**src/rtl/skipper_cds_accum.sv**
```systemverilog
// Skipper-CCD correlated double sampling accumulator: sums (SIG - PED) over a
// programmable number of skips per pixel and presents the result on a valid/ready register.
module skipper_cds_accum #(
    parameter int ADC_WIDTH = 16,
    parameter int ACC_WIDTH = 32
) (
    input  logic                        clk,
    input  logic                        reset,
    input  logic                        sprocket_PED,
    input  logic                        sprocket_SIG,
    input  logic signed [ADC_WIDTH-1:0] adc_data,
    input  logic                        adc_valid,
    input  logic [9:0]                  skip_samples,
    input  logic                        clear_err,
    output logic signed [ACC_WIDTH-1:0] pix_data,
    output logic                        pix_valid,
    input  logic                        pix_ready,
    output logic [15:0]                 pix_index,
    output logic                        busy,
    output logic                        protocol_err,
    output logic                        overrun_err
);

    typedef enum logic [1:0] {
        IDLE     = 2'd0,
        ARM_PED  = 2'd1,
        WAIT_SIG = 2'd2,
        ARM_SIG  = 2'd3
    } state_t;

    state_t                      state;
    logic                        ped_d;
    logic                        sig_d;
    logic                        ped_edge;
    logic                        sig_edge;
    logic                        both_edge;
    logic                        proto_set;
    logic                        overrun_set;
    logic                        out_blocked;
    logic signed [ADC_WIDTH-1:0] ped;
    logic signed [ACC_WIDTH-1:0] acc;
    logic signed [ACC_WIDTH-1:0] acc_next;
    logic [9:0]                  skip_cnt;
    logic [9:0]                  skip_cnt_next;
    logic [9:0]                  skip_target;
    logic                        pub_p1;
    logic [15:0]                 pix_cnt;

    // Difference is formed one bit wider than the ADC so full-scale swings never wrap.
    function automatic logic signed [ACC_WIDTH-1:0] cds_diff(
        input logic signed [ADC_WIDTH-1:0] sig,
        input logic signed [ADC_WIDTH-1:0] ped_val
    );
        logic [ADC_WIDTH:0] d;
        d = {sig[ADC_WIDTH-1], sig} - {ped_val[ADC_WIDTH-1], ped_val};
        return {{(ACC_WIDTH-ADC_WIDTH-1){d[ADC_WIDTH]}}, d};
    endfunction

    always_comb begin
        ped_edge      = sprocket_PED & ~ped_d;
        sig_edge      = sprocket_SIG & ~sig_d;
        both_edge     = ped_edge & sig_edge;
        proto_set     = both_edge | (sig_edge & ((state == IDLE) || (state == ARM_PED)));
        acc_next      = acc + cds_diff(adc_data, ped);
        skip_cnt_next = skip_cnt + 10'd1;
        out_blocked   = pix_valid & ~pix_ready;
        overrun_set   = pub_p1 & out_blocked;
    end

    assign busy = (state != IDLE);

    // Stage 0: strobe edge detection and per-pixel sequencing.
    always_ff @(posedge clk or posedge reset) begin
        if (reset) begin
            ped_d       <= 1'b0;
            sig_d       <= 1'b0;
            state       <= IDLE;
            ped         <= '0;
            acc         <= '0;
            skip_cnt    <= '0;
            skip_target <= 10'd1;
            pub_p1      <= 1'b0;
        end else begin
            ped_d  <= sprocket_PED;
            sig_d  <= sprocket_SIG;
            pub_p1 <= 1'b0;
            case (state)
                IDLE: begin
                    if (ped_edge && !sig_edge) begin
                        state       <= ARM_PED;
                        skip_target <= (skip_samples == 10'd0) ? 10'd1 : skip_samples;
                        acc         <= '0;
                        skip_cnt    <= '0;
                    end
                end
                ARM_PED: begin
                    if (adc_valid) begin
                        ped   <= adc_data;
                        state <= WAIT_SIG;
                    end
                end
                WAIT_SIG: begin
                    if (!both_edge) begin
                        if (sig_edge) begin
                            state <= ARM_SIG;
                        end else if (ped_edge) begin
                            state <= ARM_PED;
                        end
                    end
                end
                ARM_SIG: begin
                    if (adc_valid) begin
                        acc      <= acc_next;
                        skip_cnt <= skip_cnt_next;
                        if (skip_cnt_next == skip_target) begin
                            state  <= IDLE;
                            pub_p1 <= 1'b1;
                        end else begin
                            state <= WAIT_SIG;
                        end
                    end
                end
                default: state <= IDLE;
            endcase
        end
    end

    // Stage 1: output register; acc still holds the final sum here even if a new pixel starts.
    always_ff @(posedge clk or posedge reset) begin
        if (reset) begin
            pix_valid <= 1'b0;
            pix_data  <= '0;
            pix_index <= '0;
            pix_cnt   <= '0;
        end else begin
            if (pub_p1 && !out_blocked) begin
                pix_valid <= 1'b1;
                pix_data  <= acc;
                pix_index <= pix_cnt;
                pix_cnt   <= pix_cnt + 16'd1;
            end else if (pix_valid && pix_ready) begin
                pix_valid <= 1'b0;
            end
        end
    end

    always_ff @(posedge clk or posedge reset) begin
        if (reset) begin
            protocol_err <= 1'b0;
            overrun_err  <= 1'b0;
        end else begin
            if (proto_set) begin
                protocol_err <= 1'b1;
            end else if (clear_err) begin
                protocol_err <= 1'b0;
            end
            if (overrun_set) begin
                overrun_err <= 1'b1;
            end else if (clear_err) begin
                overrun_err <= 1'b0;
            end
        end
    end

endmodule

```
**config.mk**
```make
export PLATFORM = sky130hd
export DESIGN_NAME = skipper_cds_accum
export DESIGN_NICKNAME = d
export VERILOG_FILES = /design/src/rtl/skipper_cds_accum.sv
export SDC_FILE = /design/constraint.sdc
export NUM_CORES = 1
export LEC_CHECK = 0
export CAP_MARGIN = 20
export CORE_MARGIN = 8
export CORE_UTILIZATION = 45
export DETAILED_ROUTE_END_ITERATION = 8
export PLACE_DENSITY = 0.67
export SETUP_SLACK_MARGIN = 0.05
export SKIP_CTS_REPAIR_TIMING = 1
export SLEW_MARGIN = 20
export SYNTH_ARGS = -nofsm -noshare
export SYNTH_HDL_FRONTEND = slang
export SYNTH_SLANG_ARGS = --single-unit
```
**constraint.sdc**
```tcl
create_clock -name clk -period 11.8 [get_ports clk]
set_input_delay 2.36 -clock clk [delete_from_list [all_inputs] [get_ports clk]]
set_output_delay 2.36 -clock clk [all_outputs]
set_load 0.01 [all_outputs]
```
==> results.py <==
metrics = {
    "detailed_routing": {
        "finalWirelength_mm": 18.56,
        "highest_layer": "met4",
        "vias": 6311,
        "drt-met1-wl_mm": 8.679,
        "post-route-drc-count": 0,
        "ant_nets": 0,
        "viasPerCell": 5.106,
        "firstDrtPassIters": 4,
        "route.met2.wl_mm": 8.855,
        "routedWlPerCell_um": 15.01,
        "drt_iter0_drc": 355,
        "wl_met3_um": 815,
    },
    "setup_path": {
        "r2r_cells": 12,
        "cp_cell_sequence": "clkdlybuf4s50_1, inv_1, fa_1, fa_1, nor2b_4, o31a_1, o21ai_0, a21oi_1, o21ai_0, a211oi_1, o21ai_0, a21o_1, a32o_1",
        "worstSetupPathType": "in -> reg",
        "r2r-start": "acc[1]$_DFFE_PP0P_",
        "cpPeakStageDelay_ns": 0.53,
        "required_ns": 12.11,
        "crit_arrival_ns": 5.79,
        "cp_common_cell": "o21ai_0",
        "end_kind": "register",
        "slowest_stage": "fa_1",
        "path_max_fanout": 4,
        "timing.rr.end": "acc[24]$_DFFE_PP0P_",
        "startpoint_type": "input pin",
        "r2r_setup_slack_ns": 8.35,
    },
    "min_path": {
        "hp-class": "reg -> reg",
        "hold_depth": 2,
        "min_from": "pix_data[31]$_DFFE_PP0P_",
        "hold_path_end": "pix_data[31]$_DFFE_PP0P_",
    },
    "synth": {
        "synth_edf_count": 0,
        "synth_area_leaders": "dfrtp_1 42%, fa_1 7.5%, nand2_1 7.5%",
        "synthDistinctLibCells": 62,
        "ys_ff_latch": 140,
        "syn_nets": 1014,
        "synth_cells": 915,
        "yosys.area.top_type": "dfrtp_1",
        "synth_top_area_share_pct": 42.25,
        "synth_area_um2": 8233,
        "yosysWarnings": 0,
        "synthArstFlopShare_pct": 100.0,
        "ys.flop_type": "dfrtp_1",
        "seq_area_frac_synth_pct": 42.57,
        "syn_avg_cell_area_um2": 8.998,
    },
    "status": {
        "outcome": "finished, final reports clean",
    },
    "floorplan": {
        "fp-row-count": 49,
        "dieArea_um2": 22880,
        "initial_utilization_pct": 45.83,
        "io_pins": 85,
        "fp.dieH_um": 151.3,
        "core-area_um2": 17960,
        "die_w_um": 151.3,
    },
    "grt": {
        "overflow": 0,
        "grt_pass1_vias": 6463,
        "grt_pass1_wl_mm": 31.68,
        "track_usage_pct": 17.23,
        "antenna_found_initial": 0,
        "grt_max_degree": 94,
    },
    "sta": {
        "rsz0062_at_grt": "no",
        "min_period_ns": 5.487,
        "slew_headroom_pct": 36.44,
        "fin_skew_ns": 0.009924,
        "fmax_ghz": 0.1823,
        "tns_ns": 0,
        "fin_crit_sh_pct": 46.50,
        "finalHoldViolations": 0,
        "maxSlewViolCount": 0,
        "worst_slew_pin_slew_ns": 0.9535,
        "finalSetupViolCount": 0,
    },
    "cts": {
        "clock_latency_ns": 0.43,
        "cts_tree": "built",
        "htreeDepth": 4,
        "path_clk_slew_ns": 0.07,
        "clock_path_buffers": 2,
        "cts-buffers-inserted": 17,
        "cts.sinks": 140,
        "cts_root_buf": "clkbuf_16",
    },
    "cells_and_area": {
        "finalNetCount": 1093,
        "antenna_cells": 0,
        "area_growth_pct": 20.59,
        "n_fill_cell": 1671,
        "drive_gt1_share_pct": 6.356,
    },
    "run": {
        "drv_cap": 0,
    },
    "place": {
        "place.gp.congestion": 0.8484,
        "post-dp-hpwl_mm": 13.27,
        "numPortBuffers": 84,
    },
    "power": {
        "peakVddDrop_v": 0.0001282,
        "p_per_area_nw_per_um2": 301.0,
        "finalPower_mw": 2.988,
        "p_leak_nw": 4.721,
    },
}
[registers in the layout, indices dropped and copies added (netlist names), 2 cells and up]
register     flops
acc             32
pix_data        32
ped             16
pix_cnt         16
pix_index       16
skip_cnt        10
skip_target     10
state            2
[layout by cell type (no fill, tap or decap), drive strengths merged, types with 6 or more instances in the layout]
master,count
inv,135
nand3,13
nand2,165
mux2,10
nand4,11
clkdlybuf4s50,84
o21bai,6
o22ai,13
nor3,7
buf,7
a21o,11
o21ai,95
a21oi,44
xnor2,35
fa,31
and3,7
o31ai,9
clkbuf,17
ha,35
dfrtp,139
nor2,41
xor2,17
clkinv,8
[power breakdown]
group          internal, mW  total [mW]  switching (mW)
clock                 0.289       0.546           0.257
combinational         0.739        1.75            1.01
sequential            0.601       0.698          0.0965
[cell type report]
class / instances / area (um2) / share of cell area [%]
inverter: 128 / 485.5 / 4.890
clock buffer: 17 / 425.4 / 4.285
timing repair buffer: 91 / 897.1 / 9.036
sequential: 140 / 3506 / 35.31
tap: 229 / 286.5 / 2.886
clock inverter: 15 / 191.4 / 1.928
multi-input combinational: 616 / 4136 / 41.66
[through the flow]
stage / instances / instance area, um2 / utilization (%) / setup slack (ns) / hold WS [ns]
3_3_place_gp: 1203 / 9299 / 51.77 / 5.908 / 0.4578
3_5_place_dp: 1203 / 9299 / 51.77 / 5.867 / 0.4622
6_report: 1236 / 9928 / 55.27 / 6.313 / 0.4731
4_1_cts: 1235 / 9916 / 55.20 / 6.314 / 0.4798
5_1_grt: 1236 / 9928 / 55.27 / 6.035 / 0.5035
2_1_floorplan: 915 / 8233 / - / 5.689 / 0.4385
[worst max-delay path by stage]
stage            startpoint                   to  slack, ns  cells after the start
3_3_place_gp    adc_data[2]  acc[30]$_DFFE_PP0P_       5.91                     14
6_report        adc_data[1]  acc[24]$_DFFE_PP0P_       6.31                     13
5_1_grt         adc_data[1]  acc[24]$_DFFE_PP0P_       6.03                     13
2_1_floorplan         reset   acc[0]$_DFFE_PP0P_       5.69                      1
3_5_place_dp   adc_data[15]  acc[31]$_DFFE_PP0P_       5.87                     13
4_1_cts        adc_data[15]  acc[31]$_DFFE_PP0P_       6.31                     13
[cells by family after synthesis]
kind of cell    after synthesis  share of synthesized area (%)
compound gates              213                          15.64
xor+xnor                     52                          5.532
fa+ha+maj                    66                          12.86
buf+inv                     159                          7.249
flops                       140                          42.57
mux                          14                          1.854
simple gates                271                          14.30
[cells in the mapped netlist, types with 10 or more instances]
| master | number |
|---|---|
| clkbuf_1 | 30 |
| xor2_1 | 17 |
| a21o_1 | 10 |
| mux2_2 | 10 |
| nand2_1 | 165 |
| dfrtp_1 | 139 |
| xnor2_1 | 35 |
| inv_1 | 128 |
| a21oi_1 | 44 |
| o22ai_1 | 13 |
| ha_1 | 35 |
| fa_1 | 31 |
| nand4_1 | 11 |
| o21ai_0 | 90 |
| nor2_1 | 40 |
| nand3_1 | 13 |
[worst max-delay path: cells and delay by family]
family	cells	cell delay, ns
buffers and inverters	2	0.52
AND/OR/NAND/NOR	1	0.14
AO/OA/AOI/OAI	8	1.74
adder cells (fa/ha/maj)	2	1.04
[layer usage]
| metal | vias up | global-route usage [%] |
|---|---|---|
| li1 | 3184 | - |
| met1 | 2997 | 22.94 |
| met2 | 113 | 27.89 |
| met3 | 17 | 3.675 |
| met4 | 0 | 4.651 |
| met5 | - | 0 |
Note: power is estimated with default switching activity, not from simulation.
